[src/rtl/axis_header_arbiter_if.sv]
// Header-request / header-insert / output-snoop bundle for axis_header_arbiter.
// slave: the arbiter's view. master: the environment (requesters, inserter, snoop).
interface axis_header_arbiter_if #(
    parameter int DATA_WD      = 32,
    parameter int DATA_BYTE_WD = DATA_WD / 8,
    parameter int NUM_SRC      = 4
);
    // requester side
    logic [NUM_SRC-1:0]              src_valid;
    logic [NUM_SRC*DATA_WD-1:0]      src_header;
    logic [NUM_SRC*DATA_BYTE_WD-1:0] src_keep;
    logic [NUM_SRC-1:0]              src_ready;
    // header-insert port
    logic                            valid_insert;
    logic [DATA_WD-1:0]              header_insert;
    logic [DATA_BYTE_WD-1:0]         keep_insert;
    logic                            ready_insert;
    // inserter output-stream snoop
    logic                            mon_valid;
    logic                            mon_ready;
    logic                            mon_last;

    modport slave (
        input  src_valid, src_header, src_keep, ready_insert,
        input  mon_valid, mon_ready, mon_last,
        output src_ready, valid_insert, header_insert, keep_insert
    );

    modport master (
        output src_valid, src_header, src_keep, ready_insert,
        output mon_valid, mon_ready, mon_last,
        input  src_ready, valid_insert, header_insert, keep_insert
    );
endinterface

[src/rtl/axis_header_arbiter.sv]
// Round-robin arbiter sharing one header-insert port among NUM_SRC requesters.
// Grants one header, offers it until accepted, then holds the grant until the
// inserter's output stream shows the packet's last beat.
module axis_header_arbiter #(
    parameter int DATA_WD      = 32,
    parameter int DATA_BYTE_WD = DATA_WD / 8,
    parameter int NUM_SRC      = 4,
    parameter int SEL_WD       = (NUM_SRC > 1) ? $clog2(NUM_SRC) : 1,
    parameter int CNT_WD       = 16
) (
    input  logic                  clk,
    input  logic                  rst,
    input  logic                  enable,
    axis_header_arbiter_if.slave  bus,
    output logic [SEL_WD-1:0]     grant_id,
    output logic                  busy,
    output logic [CNT_WD-1:0]     pkt_count
);
    typedef enum logic [1:0] {
        IDLE     = 2'd0,
        OFFER    = 2'd1,
        WAIT_EOP = 2'd2
    } state_t;

    state_t                  state;
    logic [SEL_WD-1:0]       ptr;      // last served source; scan starts one past it
    logic [SEL_WD-1:0]       win;
    logic                    any_req;
    logic                    grant_fire;
    logic [NUM_SRC-1:0]      rdy;
    logic                    vld_q;
    logic [DATA_WD-1:0]      hdr_q;
    logic [DATA_BYTE_WD-1:0] keep_q;
    logic                    eop;

    // Round-robin pick: scanning from the far end lets the nearest requester
    // (ptr+1 first) overwrite any farther one.
    always_comb begin
        int idx;
        idx     = 0;
        win     = '0;
        any_req = 1'b0;
        for (int k = NUM_SRC; k >= 1; k--) begin
            idx = int'(ptr) + k;
            if (idx >= NUM_SRC) idx = idx - NUM_SRC;
            if (bus.src_valid[idx]) begin
                win     = SEL_WD'(idx);
                any_req = 1'b1;
            end
        end
    end

    // Accept strobe only in IDLE with enable, and never while reset is held.
    always_comb begin
        grant_fire = (state == IDLE) && enable && any_req && !rst;
        rdy        = '0;
        if (grant_fire) rdy[win] = 1'b1;
    end

    assign eop               = bus.mon_valid && bus.mon_ready && bus.mon_last;
    assign bus.src_ready     = rdy;
    assign bus.valid_insert  = vld_q;
    assign bus.header_insert = hdr_q;
    assign bus.keep_insert   = keep_q;

    // Grant / offer / wait-for-EOP sequencing with registered outputs.
    always_ff @(posedge clk or posedge rst) begin
        if (rst) begin
            state     <= IDLE;
            ptr       <= SEL_WD'(NUM_SRC - 1);
            vld_q     <= 1'b0;
            hdr_q     <= '0;
            keep_q    <= '0;
            grant_id  <= '0;
            busy      <= 1'b0;
            pkt_count <= '0;
        end else begin
            case (state)
                IDLE: begin
                    if (grant_fire) begin
                        hdr_q    <= bus.src_header[int'(win)*DATA_WD +: DATA_WD];
                        keep_q   <= bus.src_keep[int'(win)*DATA_BYTE_WD +: DATA_BYTE_WD];
                        vld_q    <= 1'b1;
                        grant_id <= win;
                        busy     <= 1'b1;
                        state    <= OFFER;
                    end
                end
                OFFER: begin
                    if (bus.ready_insert) begin
                        vld_q <= 1'b0;
                        state <= WAIT_EOP;
                    end
                end
                WAIT_EOP: begin
                    if (eop) begin
                        state     <= IDLE;
                        busy      <= 1'b0;
                        ptr       <= grant_id;
                        pkt_count <= pkt_count + 1'b1;
                    end
                end
                default: state <= IDLE;
            endcase
        end
    end
endmodule
[src/flat_wrapper.sv]
// flat-port wrapper written by rule: the top's interface ports become plain ports
module axis_header_arbiter_flat 
#(
    parameter int DATA_WD      = 32,
    parameter int DATA_BYTE_WD = DATA_WD / 8,
    parameter int NUM_SRC      = 4,
    parameter int SEL_WD       = (NUM_SRC > 1) ? $clog2(NUM_SRC) : 1,
    parameter int CNT_WD       = 16
)
  (clk, rst, enable, grant_id, busy, pkt_count, bus_src_valid, bus_src_header, bus_src_keep, bus_ready_insert, bus_mon_valid, bus_mon_ready, bus_mon_last, bus_src_ready, bus_valid_insert, bus_header_insert, bus_keep_insert);
  axis_header_arbiter_if #(.DATA_WD(DATA_WD), .DATA_BYTE_WD(DATA_BYTE_WD), .NUM_SRC(NUM_SRC)) bus_i ();
  input  logic clk;
  input  logic rst;
  input  logic enable;
  output logic [SEL_WD-1:0] grant_id;
  output logic busy;
  output logic [CNT_WD-1:0] pkt_count;
  input wire logic [$bits(bus_i.src_valid)-1:0] bus_src_valid;
  input wire logic [$bits(bus_i.src_header)-1:0] bus_src_header;
  input wire logic [$bits(bus_i.src_keep)-1:0] bus_src_keep;
  input wire logic [$bits(bus_i.ready_insert)-1:0] bus_ready_insert;
  input wire logic [$bits(bus_i.mon_valid)-1:0] bus_mon_valid;
  input wire logic [$bits(bus_i.mon_ready)-1:0] bus_mon_ready;
  input wire logic [$bits(bus_i.mon_last)-1:0] bus_mon_last;
  output wire logic [$bits(bus_i.src_ready)-1:0] bus_src_ready;
  output wire logic [$bits(bus_i.valid_insert)-1:0] bus_valid_insert;
  output wire logic [$bits(bus_i.header_insert)-1:0] bus_header_insert;
  output wire logic [$bits(bus_i.keep_insert)-1:0] bus_keep_insert;
  assign bus_i.src_valid = bus_src_valid;
  assign bus_i.src_header = bus_src_header;
  assign bus_i.src_keep = bus_src_keep;
  assign bus_i.ready_insert = bus_ready_insert;
  assign bus_i.mon_valid = bus_mon_valid;
  assign bus_i.mon_ready = bus_mon_ready;
  assign bus_i.mon_last = bus_mon_last;
  assign bus_src_ready = bus_i.src_ready;
  assign bus_valid_insert = bus_i.valid_insert;
  assign bus_header_insert = bus_i.header_insert;
  assign bus_keep_insert = bus_i.keep_insert;
  axis_header_arbiter #(.DATA_WD(DATA_WD), .DATA_BYTE_WD(DATA_BYTE_WD), .NUM_SRC(NUM_SRC), .SEL_WD(SEL_WD), .CNT_WD(CNT_WD)) u_core (.clk(clk), .rst(rst), .enable(enable), .bus(bus_i), .grant_id(grant_id), .busy(busy), .pkt_count(pkt_count));
endmodule
[config.mk]
export PLATFORM = sky130hd
export DESIGN_NAME = axis_header_arbiter_flat
export DESIGN_NICKNAME = d
export VERILOG_FILES = /design/src/rtl/axis_header_arbiter_if.sv /design/src/rtl/axis_header_arbiter.sv /design/src/flat_wrapper.sv
export SDC_FILE = /design/constraint.sdc
export NUM_CORES = 1
export LEC_CHECK = 0
export CAP_MARGIN = 10
export CORE_MARGIN = 4
export CORE_UTILIZATION = 35
export CTS_CLUSTER_SIZE = 24
export DETAILED_ROUTE_END_ITERATION = 8
export DONT_BUFFER_PORTS = 1
export GPL_ROUTABILITY_DRIVEN = 0
export HOLD_SLACK_MARGIN = 0.02
export MAX_ROUTING_LAYER = met4
export SETUP_SLACK_MARGIN = 0.02
export SLEW_MARGIN = 30
export SYNTH_ARGS = -nofsm -noshare
export SYNTH_HDL_FRONTEND = slang
export SYNTH_SLANG_ARGS = --single-unit
[constraint.sdc]
create_clock -name clk -period 3.1 [get_ports clk]
set_clock_uncertainty 0.15 [all_clocks]
set_input_delay 0.62 -clock clk [delete_from_list [all_inputs] [get_ports clk]]
set_output_delay 0.62 -clock clk [all_outputs]
set_load 0.02 [all_outputs]
# == Word level (Yosys, flattened, before mapping) ==
# Index checks and enable logic that the tools add are counted.
# classes
addsub,9
magnitude_cmp,10
n_eq_ne,5
shift,2
mux,36
reduce_logical,15
# op_table
operator,count
greater-or-equal comparator 32 x 4 -> 1 bit (second input constant),4
less-than comparator 32 x 4 -> 1 bit (second input constant),4
two-way mux 32 bit,4
indexed part select 128 x 8 -> 32 bit,1
subtractor 32 x 4 -> 32 bit (second input constant),4
adder 16 x 1 -> 16 bit (second input constant),1
two-way mux 1 bit,16
indexed part select 16 x 5 -> 4 bit,1
two-way mux 2 bit,7
AND reduction 3 bit,3
binary-select mux 1 bit (select 2 bit),4
adder 2 x 2 -> 3 bit (second input constant),2
logical AND 1 bit,6
case mux 2 bit (3 select lines),1
adder 2 x 3 -> 4 bit (second input constant),1
two-way mux 4 bit,1
inequality test 2 x 1 -> 1 bit (second input constant),2
case mux 1 bit (2 select lines),2
AND reduction 2 bit,2
nonzero test 2 bit,2
adder 2 x 1 -> 3 bit (second input constant),1
less-than comparator 2 x 3 -> 1 bit (second input constant),1
demux 1 bit (select 2 bit),1
== test 2 x 1 -> 1 bit (second input constant),1
other kinds (5),5
# totals
register_bits,60
output_inout_bits,60
wordCells,85

# == Logic depth before layout (Yosys ltp) ==
# Gate-level depths: netlist of run 1.
# depth
word_depth,15
ltp_mapped,8

# == Worst setup path after synthesis of run 1 ==
# OpenSTA, ideal clock, no wires.
# synth_timing
path_type,input-to-output
from,input port bus_src_valid[1]
to,output port bus_src_ready[2]
t_arrival_ps,2210
slack_ps,120
cell_stages,7
n_path_buf,3
path_cell_list,buf_6 -> nor2b_1 -> o21a_1 -> or3_1 -> buf_2 -> clkbuf_1 -> nor3_1
# synth_via
elab_chain_cells,12
elab_cells_between_ends,28
cone_classes,order compare: 2; mux: 23; reduce/logical: 3
# synth_lines
element,line,rtl
"start, declared",flat_wrapper.sv:18,input wire logic [$bits(bus_i.src_valid)-1:0] bus_src_valid;
binary-select mux 1 bit (select 2 bit),axis_header_arbiter.sv:46,if (bus.src_valid[idx]) begin
two-way mux 1 bit (not written as such) (2 in series),axis_header_arbiter.sv:46,
two-way mux 2 bit (4 in series),axis_header_arbiter.sv:46,
less-than comparator 2 x 3 -> 1 bit (not written as such) or greater-or-equal comparator 2 x 1 -> 1 bit (tied branches),axis_header_arbiter.sv:57,if (grant_fire) rdy[win] = 1'b1;
logical AND 1 bit (not written as such),axis_header_arbiter.sv:57,
two-way mux 1 bit (not written as such),axis_header_arbiter.sv:57,
demux 1 bit (select 2 bit),--,
two-way mux 4 bit (*),axis_header_arbiter.sv:57,
"end, declared",flat_wrapper.sv:25,output wire logic [$bits(bus_i.src_ready)-1:0] bus_src_ready;
# Every way passes the cells marked *; elsewhere a longest branch is shown, timed or not. The select of a mux whose other input is x is not followed.

# == Worst setup path after layout of run 1 ==
# layout_timing
from,register u_core.ptr[0]
to,output port bus_src_ready[2]
# layout_via
elab_chain_cells,15
elab_cells_between_ends,44
cone_classes,add/sub: 8; order compare: 6; mux: 27; reduce/logical: 3
# layout_lines
element,line,rtl
"start, declared",axis_header_arbiter.sv:26,logic [SEL_WD-1:0] ptr;
"start signal, assigned",axis_header_arbiter.sv:70,ptr <= SEL_WD'(NUM_SRC - 1);
"start signal, assigned",axis_header_arbiter.sv:99,ptr <= grant_id;
adder 2 x 3 -> 4 bit,axis_header_arbiter.sv:44,idx = int'(ptr) + k;
subtractor 32 x 4 -> 32 bit or greater-or-equal comparator 32 x 4 -> 1 bit (tied branches),axis_header_arbiter.sv:45,if (idx >= NUM_SRC) idx = idx - NUM_SRC;
two-way mux 32 bit,axis_header_arbiter.sv:45,
binary-select mux 1 bit (select 2 bit),axis_header_arbiter.sv:46,
two-way mux 1 bit (not written as such) (2 in series),axis_header_arbiter.sv:46,
two-way mux 2 bit (4 in series),axis_header_arbiter.sv:46,
less-than comparator 2 x 3 -> 1 bit (not written as such) or greater-or-equal comparator 2 x 1 -> 1 bit (tied branches),axis_header_arbiter.sv:57,
logical AND 1 bit (not written as such),axis_header_arbiter.sv:57,
two-way mux 1 bit (not written as such),axis_header_arbiter.sv:57,
demux 1 bit (select 2 bit),--,
two-way mux 4 bit (*),axis_header_arbiter.sv:57,
# Marked as above.

==> metrics.yaml, run 1 <==
cts:
  cts_tree: "built"
  hold_buffers: 0
  root_buffer: "clkbuf_8"
  clock-sinks: 60
  cts_resized: 0
  cts-buffers-inserted: 9
  cts_htree_levels: 3
  clockBufferDepth: 2
  insertion_delay_ps: 330
  postCtsSetupBuffers: 0
  clk_pin_slew_ps: 60
setup_path:
  critPathKind: "reg -> out"
  cp_cell_sequence: "nor2b_2, o21a_1, or3_1, nor3_1, buf_4"
  r2r_end: "u_core.bus.header_insert[20]$_DFFE_PP0P_"
  cp.arrival_ps: 2030
  cp_top_family: "simple AND/OR/NAND/NOR gates"
  required_ps: 2330
  reg2reg_depth: 6
  r2r_slack_ps: 720
  cp_num_buf_inv: 1
  start_kind: "register"
  end_kind: "output port"
  critPathMaxStageDelay_ps: 610
  path_max_fanout: 8
  crit_path_top_delay_cell: "dfstp_2"
  r2r_start: "u_core.ptr[0]$_DFFE_PP1P_"
  crit_cells: 5
timing:
  slew_headroom: 0.489
  tightestPinTransition_ps: 766
  period_share: 0.902
  rsz0062_at_grt: "false"
  period_needed_ps: 2800
  layout_setup_ws_ps: 303
  maxClockFrequency_ghz: 0.358
  setup_viol: 0
  final-hold-violation-count: 0
  tns_ps: 0
  timing.hold.ws_ps: 219
  slew_viol_final: 0
yosys:
  syn_area_per_cell_um2: 9.13
  synth-seq-cells: 60
  ys_seq_area_frac: 0.447
  synth.top_cell.area_share: 0.431
  syn_nets: 525
  synth_largest_area_cell: "dfrtp_1"
  ys_warn_count: 0
  netlist_area_um2: 3370
  ys_top_cells_by_area: "dfrtp_1, nand3_1, a221oi_1, a31oi_1, nor2_1"
  postSynthCellCount: 369
  synth_cell_types: 44
floorplan:
  dieHeight_um: 106
  ios: 215
  num_rows: 35
  die_area_um2: 11300
  core_um2: 9280
  die_w_um: 106
  start_util: 0.363
global_routing:
  grt_start_max_net_pins: 61
  grt_pass1_vias: 2990
  grt_usage: 0.190
  grt_overflow: 0
  antenna_found_initial: 0
  grt_pass1_wl_um: 16400
place:
  dp_slack_ps: 556
  portBuffers: 0
  post-dp-hpwl_um: 7820
  place_inst: 478
cells_and_area:
  layout_common_cells: "nand3_1, dfrtp_1, nor2_1"
  fin_nets: 516
  fin_cells: 494
  final_layout_size_suffix_gt1_frac: 0.104
  area_growth_pct: 9.18
  antennaDiodeCount: 0
  nFillCells: 947
  final_common_cell: "nand3_1"
power_and_ir_drop:
  ir_drop_mv: 0.332
  p_leak_nw: 1.48
  p_per_area_nw_per_um2: 968
route:
  dr.pass1.iters: 5
  drtIter0Drc: 268
  via_per_inst: 6.25
  ant_nets: 0
  wirelength_um: 10700
  vias: 3086
  drc: 0
  wl_per_cell_um: 21.6
outcome:
  outcome: "complete, no violations"
run:
  max-cap-violations: 0
min_path:
  hp-class: "in -> async"
[through the flow]
stage	area (um^2)	utilization	total power [mW]
6_report	3680	0.396	3.56
3_3_place_gp	3490	0.376	2.89
2_1_floorplan	3370	-	2.55
5_1_grt	3680	0.396	3.81
4_1_cts	3680	0.396	3.58
3_5_place_dp	3490	0.376	2.91
[final cells by class]
| class | count | area, um^2 | share of cell area |
|---|---|---|---|
| Multi-Input combinational cell | 269 | 1690 | 0.460 |
| Sequential cell | 60 | 1500 | 0.409 |
| Clock buffer | 14 | 173 | 0.0470 |
| Tap cell | 129 | 161 | 0.0439 |
| Timing Repair Buffer | 13 | 110 | 0.0299 |
| Inverter | 7 | 26.3 | 0.00715 |
| Clock inverter | 2 | 10.0 | 0.00272 |
[registers in the layout, summed over array words and instances (netlist names)]
signal,flops
u_core.bus.header_insert,32
u_core.pkt_count,16
u_core.bus.keep_insert,4
u_core.grant_id,2
u_core.ptr,2
u_core.state,2
u_core.bus.valid_insert,1
u_core.busy,1
[worst max path at each step]
stage / slack, ps / to / startpoint
global placement: 570 / bus_src_ready[2] / bus_src_valid[3]
floorplan: 120 / bus_src_ready[2] / bus_src_valid[1]
detailed placement: 560 / bus_src_ready[2] / bus_src_valid[3]
finish: 300 / bus_src_ready[2] / u_core.ptr[0]$_DFFE_PP1P_
CTS: 310 / bus_src_ready[2] / u_core.ptr[0]$_DFFE_PP1P_
global route: 220 / bus_src_ready[3] / u_core.ptr[0]$_DFFE_PP1P_
[routing by layer]
metal	track usage	up-vias	wire length, um
met5	-	-	0
met4	0.0851	0	323
met3	0.0510	25	1060
met2	0.300	194	5260
met1	0.227	1493	4030
li1	-	1374	-
[report_power, final]
part,switching [mW],internal [mW],leakage [nW]
Combinational,0.729,0.447,0.680
Sequential,0.634,1.09,0.700
Clock,0.308,0.354,0.0965
Total,1.67,1.89,1.48
[Yosys cell counts, drive strengths merged]
cell    number
nand3       61
dfrtp       58
nor2        39
a221oi      29
a31oi       29
clkbuf      22
and3        16
buf         11
nand2       11
xnor2       11
o21ai        9
a221o        7
inv          7
o32a         7
nand2b       6
nand4        5
nor3         5
and2         4
xor2         4
a21oi        3
nor2b        3
o211a        3
or2          3
dfstp        2
mux2         2
a211oi       1
a21o         1
and2b        1
ha           1
nand3b       1
nor4b        1
o211ai       1
o21a         1
o31a         1
o31ai        1
or3          1
or4          1
[cell families after synthesis]
logic type | count (synthesis) | share of synthesized area
DFF | 60 | 0.447
muxes | 2 | 0.00669
adders and majority gates | 1 | 0.00371
and+or+nand+nor | 158 | 0.236
AOI/OAI and AO/OA | 93 | 0.215
xor gates and xnor gates | 15 | 0.0390
buffers and inverters | 40 | 0.0524
Note: power is estimated with default switching activity, not from simulation.
==> inputs of run 2 (changes only) <==
--- a/config.mk
+++ b/config.mk
@@ -6,9 +6,8 @@
 export NUM_CORES = 1
 export LEC_CHECK = 0
 export CAP_MARGIN = 10
-export CORE_MARGIN = 4
+export CORE_ASPECT_RATIO = 0.8
 export CORE_UTILIZATION = 35
-export CTS_CLUSTER_SIZE = 24
 export DETAILED_ROUTE_END_ITERATION = 8
 export DONT_BUFFER_PORTS = 1
 export GPL_ROUTABILITY_DRIVEN = 0
==> run 2 against run 1 <==
Compared with the run above:
- the run now ends with design-rule violations left
- clock-buffer cell count shrank 2
- critical path depth stayed put
- largest power group unchanged
- largest cell class unchanged
- maximum frequency up 3.7%
==> metrics.yaml, run 2 (synthesis results as in run 1) <==
outcome:
  outcome: "finished, violations left"
  violations: "design-rule violations"
route:
  ant_nets: 0
  drc: 16
  vias: 3051
  via_per_inst: 6.38
  wl_per_cell_um: 21.7
  drtIter0Drc: 211
  dr.pass1.iters: 7
  wirelength_um: 10400
cells_and_area:
  antennaDiodeCount: 0
  area_growth_pct: 12.3
  largest_reg_flops: 32
  final_layout_size_suffix_gt1_frac: 0.102
  design_area_um2: 3780
  final_common_cell: "nand3_1"
  fin_nets: 516
  nFillCells: 898
  layout_common_cells: "nand3_1, dfrtp_1, nor2_1"
timing:
  period_needed_ps: 2700
  final-hold-violation-count: 0
  tightestPinTransition_ps: 757
  maxClockFrequency_ghz: 0.371
  setup_viol: 0
  period_share: 0.870
  slew_headroom: 0.494
  slew_viol_final: 0
  tns_ps: 0
  rsz0062_at_grt: "false"
cts:
  hold_buffers: 0
  root_buffer: "clkbuf_16"
  postCtsSetupBuffers: 0
  cts_resized: 0
  insertion_delay_ps: 320
  clk_pin_slew_ps: 50
  cts_htree_levels: 3
  clockBufferDepth: 2
  cts_tree: "built"
  clock-sinks: 60
  cts-buffers-inserted: 9
setup_path:
  start_kind: "register"
  required_ps: 2330
  cp.arrival_ps: 1930
  r2r_slack_ps: 730
  end_kind: "output port"
  path_max_fanout: 8
  critPathKind: "reg -> out"
run:
  max-cap-violations: 0
global_routing:
  grt_start_max_net_pins: 53
  grtUsageMet3: 0.0708
  grt_pass1_vias: 2984
  gr-usage-met1: 0.242
  grt_usage: 0.216
  grt_overflow: 0
  grt_pass1_wl_um: 16000
  grtUsageMet2: 0.347
  busiest_layer: "met2"
  antenna_found_initial: 0
power_and_ir_drop:
  p_leak_nw: 1.53
  p_per_area_nw_per_um2: 1030
  ir_drop_mv: 0.429
floorplan:
  core_um2: 9190
  num_rows: 31
  die_w_um: 112
  die_area_um2: 10000
  ios: 215
  dieHeight_um: 89.7
  start_util: 0.366
place:
  portBuffers: 0
  place_area_um2: 3490
  post-dp-hpwl_um: 7490
min_path:
  hp-class: "in -> async"
run 2: changes by cell type in the layout (fill, tap and decap cells not counted), sizes merged:
cell,previous run,this run
clkbuf,14,12
clkinv,2,1
bufinv,0,1
run 2: final timing paths:
check,from,endpoint,cells past startpoint
worst min-delay path,rst,u_core.pkt_count[3]$_DFFE_PP0P_,1
max in group asynchronous,rst,u_core.bus.header_insert[0]$_DFFE_PP0P_,2
worst min register to register,u_core.state[1]$_DFFE_PP0P_,u_core.state[0]$_DFFE_PP0P_,2
worst max register to register,u_core.ptr[0]$_DFFE_PP1P_,u_core.bus.header_insert[22]$_DFFE_PP0P_,6
min in group clk,bus_ready_insert,u_core.state[0]$_DFFE_PP0P_,1
worst max-delay path,u_core.ptr[0]$_DFFE_PP1P_,bus_src_ready[2],5
run 2: metal layers:
| layer | part of all wire | wire length (um) | vias to the layer above |
|---|---|---|---|
| li1 | - | - | 1373 |
| met1 | 0.38 | 3960 | 1466 |
| met2 | 0.50 | 5150 | 184 |
| met3 | 0.092 | 948 | 28 |
| met4 | 0.029 | 301 | 0 |
| met5 | 0 | 0 | - |
run 2: worst max-delay path, cell delays in order (launching register included):
cell     delay (ps)
dfstp_2         590
nor2b_2          80
o21a_1          200
or3_1           370
nor3_1          180
buf_4           180
run 2: layout make-up:
type	count	area, um^2	share of cell area
multi-input cells	269	1690	0.448
flip-flops and latches	60	1500	0.398
clock buffers	12	256	0.0678
well taps	115	144	0.0381
repair buffers	13	123	0.0324
clock inverters	2	35.0	0.00927
inverters	7	26.3	0.00695
run 2: where the power goes:
| part | internal, mW | leakage (nW) | switching (mW) |
|---|---|---|---|
| logic | 0.450 | 0.684 | 0.753 |
| clock network | 0.654 | 0.145 | 0.318 |
| registers | 1.09 | 0.700 | 0.612 |
run 2: per-stage QoR:
stage               hold slack (ps)   util  power (mW)  setup slack, ps  cells
finish                          163  0.411        3.88              404    478
global route                    217  0.411        4.13              264    478
CTS                             189  0.411        3.91              383    478
detailed placement              447  0.380        2.92              604    464
global placement                429  0.380        2.87              636    464
floorplan                       402      -        2.55              120    369
==> inputs of run 3 (changes only) <==
--- a/config.mk
+++ b/config.mk
@@ -7,7 +7,7 @@
 export LEC_CHECK = 0
 export CAP_MARGIN = 10
 export CORE_ASPECT_RATIO = 0.8
-export CORE_UTILIZATION = 35
+export CORE_UTILIZATION = 40
 export DETAILED_ROUTE_END_ITERATION = 8
 export DONT_BUFFER_PORTS = 1
 export GPL_ROUTABILITY_DRIVEN = 0
==> run 3 against run 2 <==
Compared with the run above:
- the run now ends clean
- critical path depth unchanged
- sequential power about the same
- via count down 0.79%
- combinational power about the same
- maximum frequency down 0.62%
- wire length down 2.7%
- hold slack worse by 110 ps
- register-to-register slack about the same
- die area down 12%
- power down 8.9%
- critical endpoint unchanged
- largest power group unchanged
==> metrics.yaml, run 3 (synthesis results as in run 1) <==
floorplan:
  ios: 215
  core_um2: 8060
  die_w_um: 105
  die_area_um2: 8790
  start_util: 0.418
  dieHeight_um: 84.1
  num_rows: 29
cells_and_area:
  area_growth_pct: 8.40
  final_common_cell: "nand3_1"
  final_layout_size_suffix_gt1_frac: 0.112
  layout_common_cells: "nand3_1, dfrtp_1, nor2_1"
  fin_cells: 474
  postLayoutCoreUtil: 0.453
  antennaDiodeCount: 0
  fin_nets: 517
  largest_reg_flops: 32
route:
  vias: 3027
  drtIter0Drc: 192
  wirelength_um: 10100
  dr.pass1.iters: 5
  via_per_inst: 6.39
  wl_per_cell_um: 21.3
  ant_nets: 0
  drc: 0
cts:
  postCtsSetupBuffers: 0
  cts_htree_levels: 3
  hold_buffers: 0
  clk_pin_slew_ps: 70
  clock-sinks: 60
  cts_resized: 0
  root_buffer: "clkbuf_8"
  cts_tree: "built"
  clockBufferDepth: 2
  insertion_delay_ps: 340
  cts-buffers-inserted: 9
setup_path:
  required_ps: 2330
  r2r_end: "u_core.bus.keep_insert[2]$_DFFE_PP0P_"
  start_kind: "register"
  cp.arrival_ps: 1940
  cp_top_family: "simple AND/OR/NAND/NOR gates"
  critPathKind: "reg -> out"
  cp_num_buf_inv: 1
  r2r_slack_ps: 730
  crit_cells: 5
  cp_cell_sequence: "nor2b_2, o21a_1, or3_1, nor3_1, buf_4"
  end_kind: "output port"
  crit_path_top_delay_cell: "dfstp_2"
  reg2reg_depth: 6
  path_max_fanout: 8
  r2r_start: "u_core.ptr[0]$_DFFE_PP1P_"
  critPathMaxStageDelay_ps: 600
global_routing:
  grt_usage: 0.229
  grt_overflow: 0
  grt_pass1_wl_um: 15100
  grt_pass1_vias: 2782
  antenna_found_initial: 0
  grt_start_max_net_pins: 38
place:
  place_inst: 458
  portBuffers: 0
  post-dp-hpwl_um: 7170
timing:
  slew_headroom: 0.650
  maxClockFrequency_ghz: 0.369
  period_needed_ps: 2710
  setup_viol: 0
  period_share: 0.875
  final-hold-violation-count: 0
  tightestPinTransition_ps: 525
  tns_ps: 0
  rsz0062_at_grt: "false"
  slew_viol_final: 0
run:
  max-cap-violations: 0
power_and_ir_drop:
  p_per_area_nw_per_um2: 968
  p_leak_nw: 1.47
  ir_drop_mv: 0.376
outcome:
  outcome: "complete, no violations"
min_path:
  hp-class: "in -> async"
==> run 3: changes by cell type in the layout (fill, tap and decap cells not counted), sizes merged <==
cell / previous run / this run
clkbuf: 12 / 11
clkinv: 1 / 2
clkinvlp: 0 / 3
buf: 13 / 14
bufinv: 1 / 0
==> run 3: routing by layer <==
layer,vias up,GRT usage,part of all wire
li1,1376,-,-
met1,1459,0.278,0.42
met2,171,0.359,0.47
met3,21,0.0812,0.095
met4,0,0.0691,0.018
met5,-,-,0
==> run 3: how the worst max path moves through the flow <==
stage | from | to | slack (ps)
floorplan | bus_src_valid[1] | bus_src_ready[2] | 120
global placement | bus_src_valid[3] | u_core.bus.header_insert[2]$_DFFE_PP0P_ | 640
detailed placement | bus_src_valid[3] | u_core.bus.header_insert[24]$_DFFE_PP0P_ | 600
CTS | u_core.ptr[0]$_DFFE_PP1P_ | bus_src_ready[2] | 350
global route | u_core.ptr[0]$_DFFE_PP1P_ | bus_src_ready[2] | 270
finish | u_core.ptr[0]$_DFFE_PP1P_ | bus_src_ready[2] | 390
==> run 3: worst register-to-register path, stage by stage (launching register included) <==
cell     delay (ps)
dfstp_2         600
nor2b_2          80
o21a_1          210
or3_1           360
buf_4           270
and3_1          250
o32a_1          340
==> run 3: layout make-up <==
class                      instances  area (um^2)
multi-input combinational        269         1690
tap                              108          135
clock inverter                     5         36.3
sequential                        60         1500
fill                             800         4400
inverter                           7         26.3
timing repair buffer              14          105
clock buffer                      11          151
==> run 3: stage by stage <==
stage / setup slack (ps) / hold slack [ps] / area [um^2] / power [mW]
floorplan: 120 / 402 / 3370 / 2.55
global placement: 636 / 425 / 3460 / 2.86
detailed placement: 603 / 429 / 3460 / 2.89
CTS: 347 / 57.4 / 3650 / 3.56
global route: 270 / 63.7 / 3650 / 3.76
finish: 388 / 50.7 / 3650 / 3.53
==> run 3: report_power, final <==
group,switching (mW),total (mW),internal (mW)
clock network,0.319,0.652,0.333
logic,0.738,1.18,0.437
registers,0.618,1.71,1.09
total,1.67,3.53,1.86
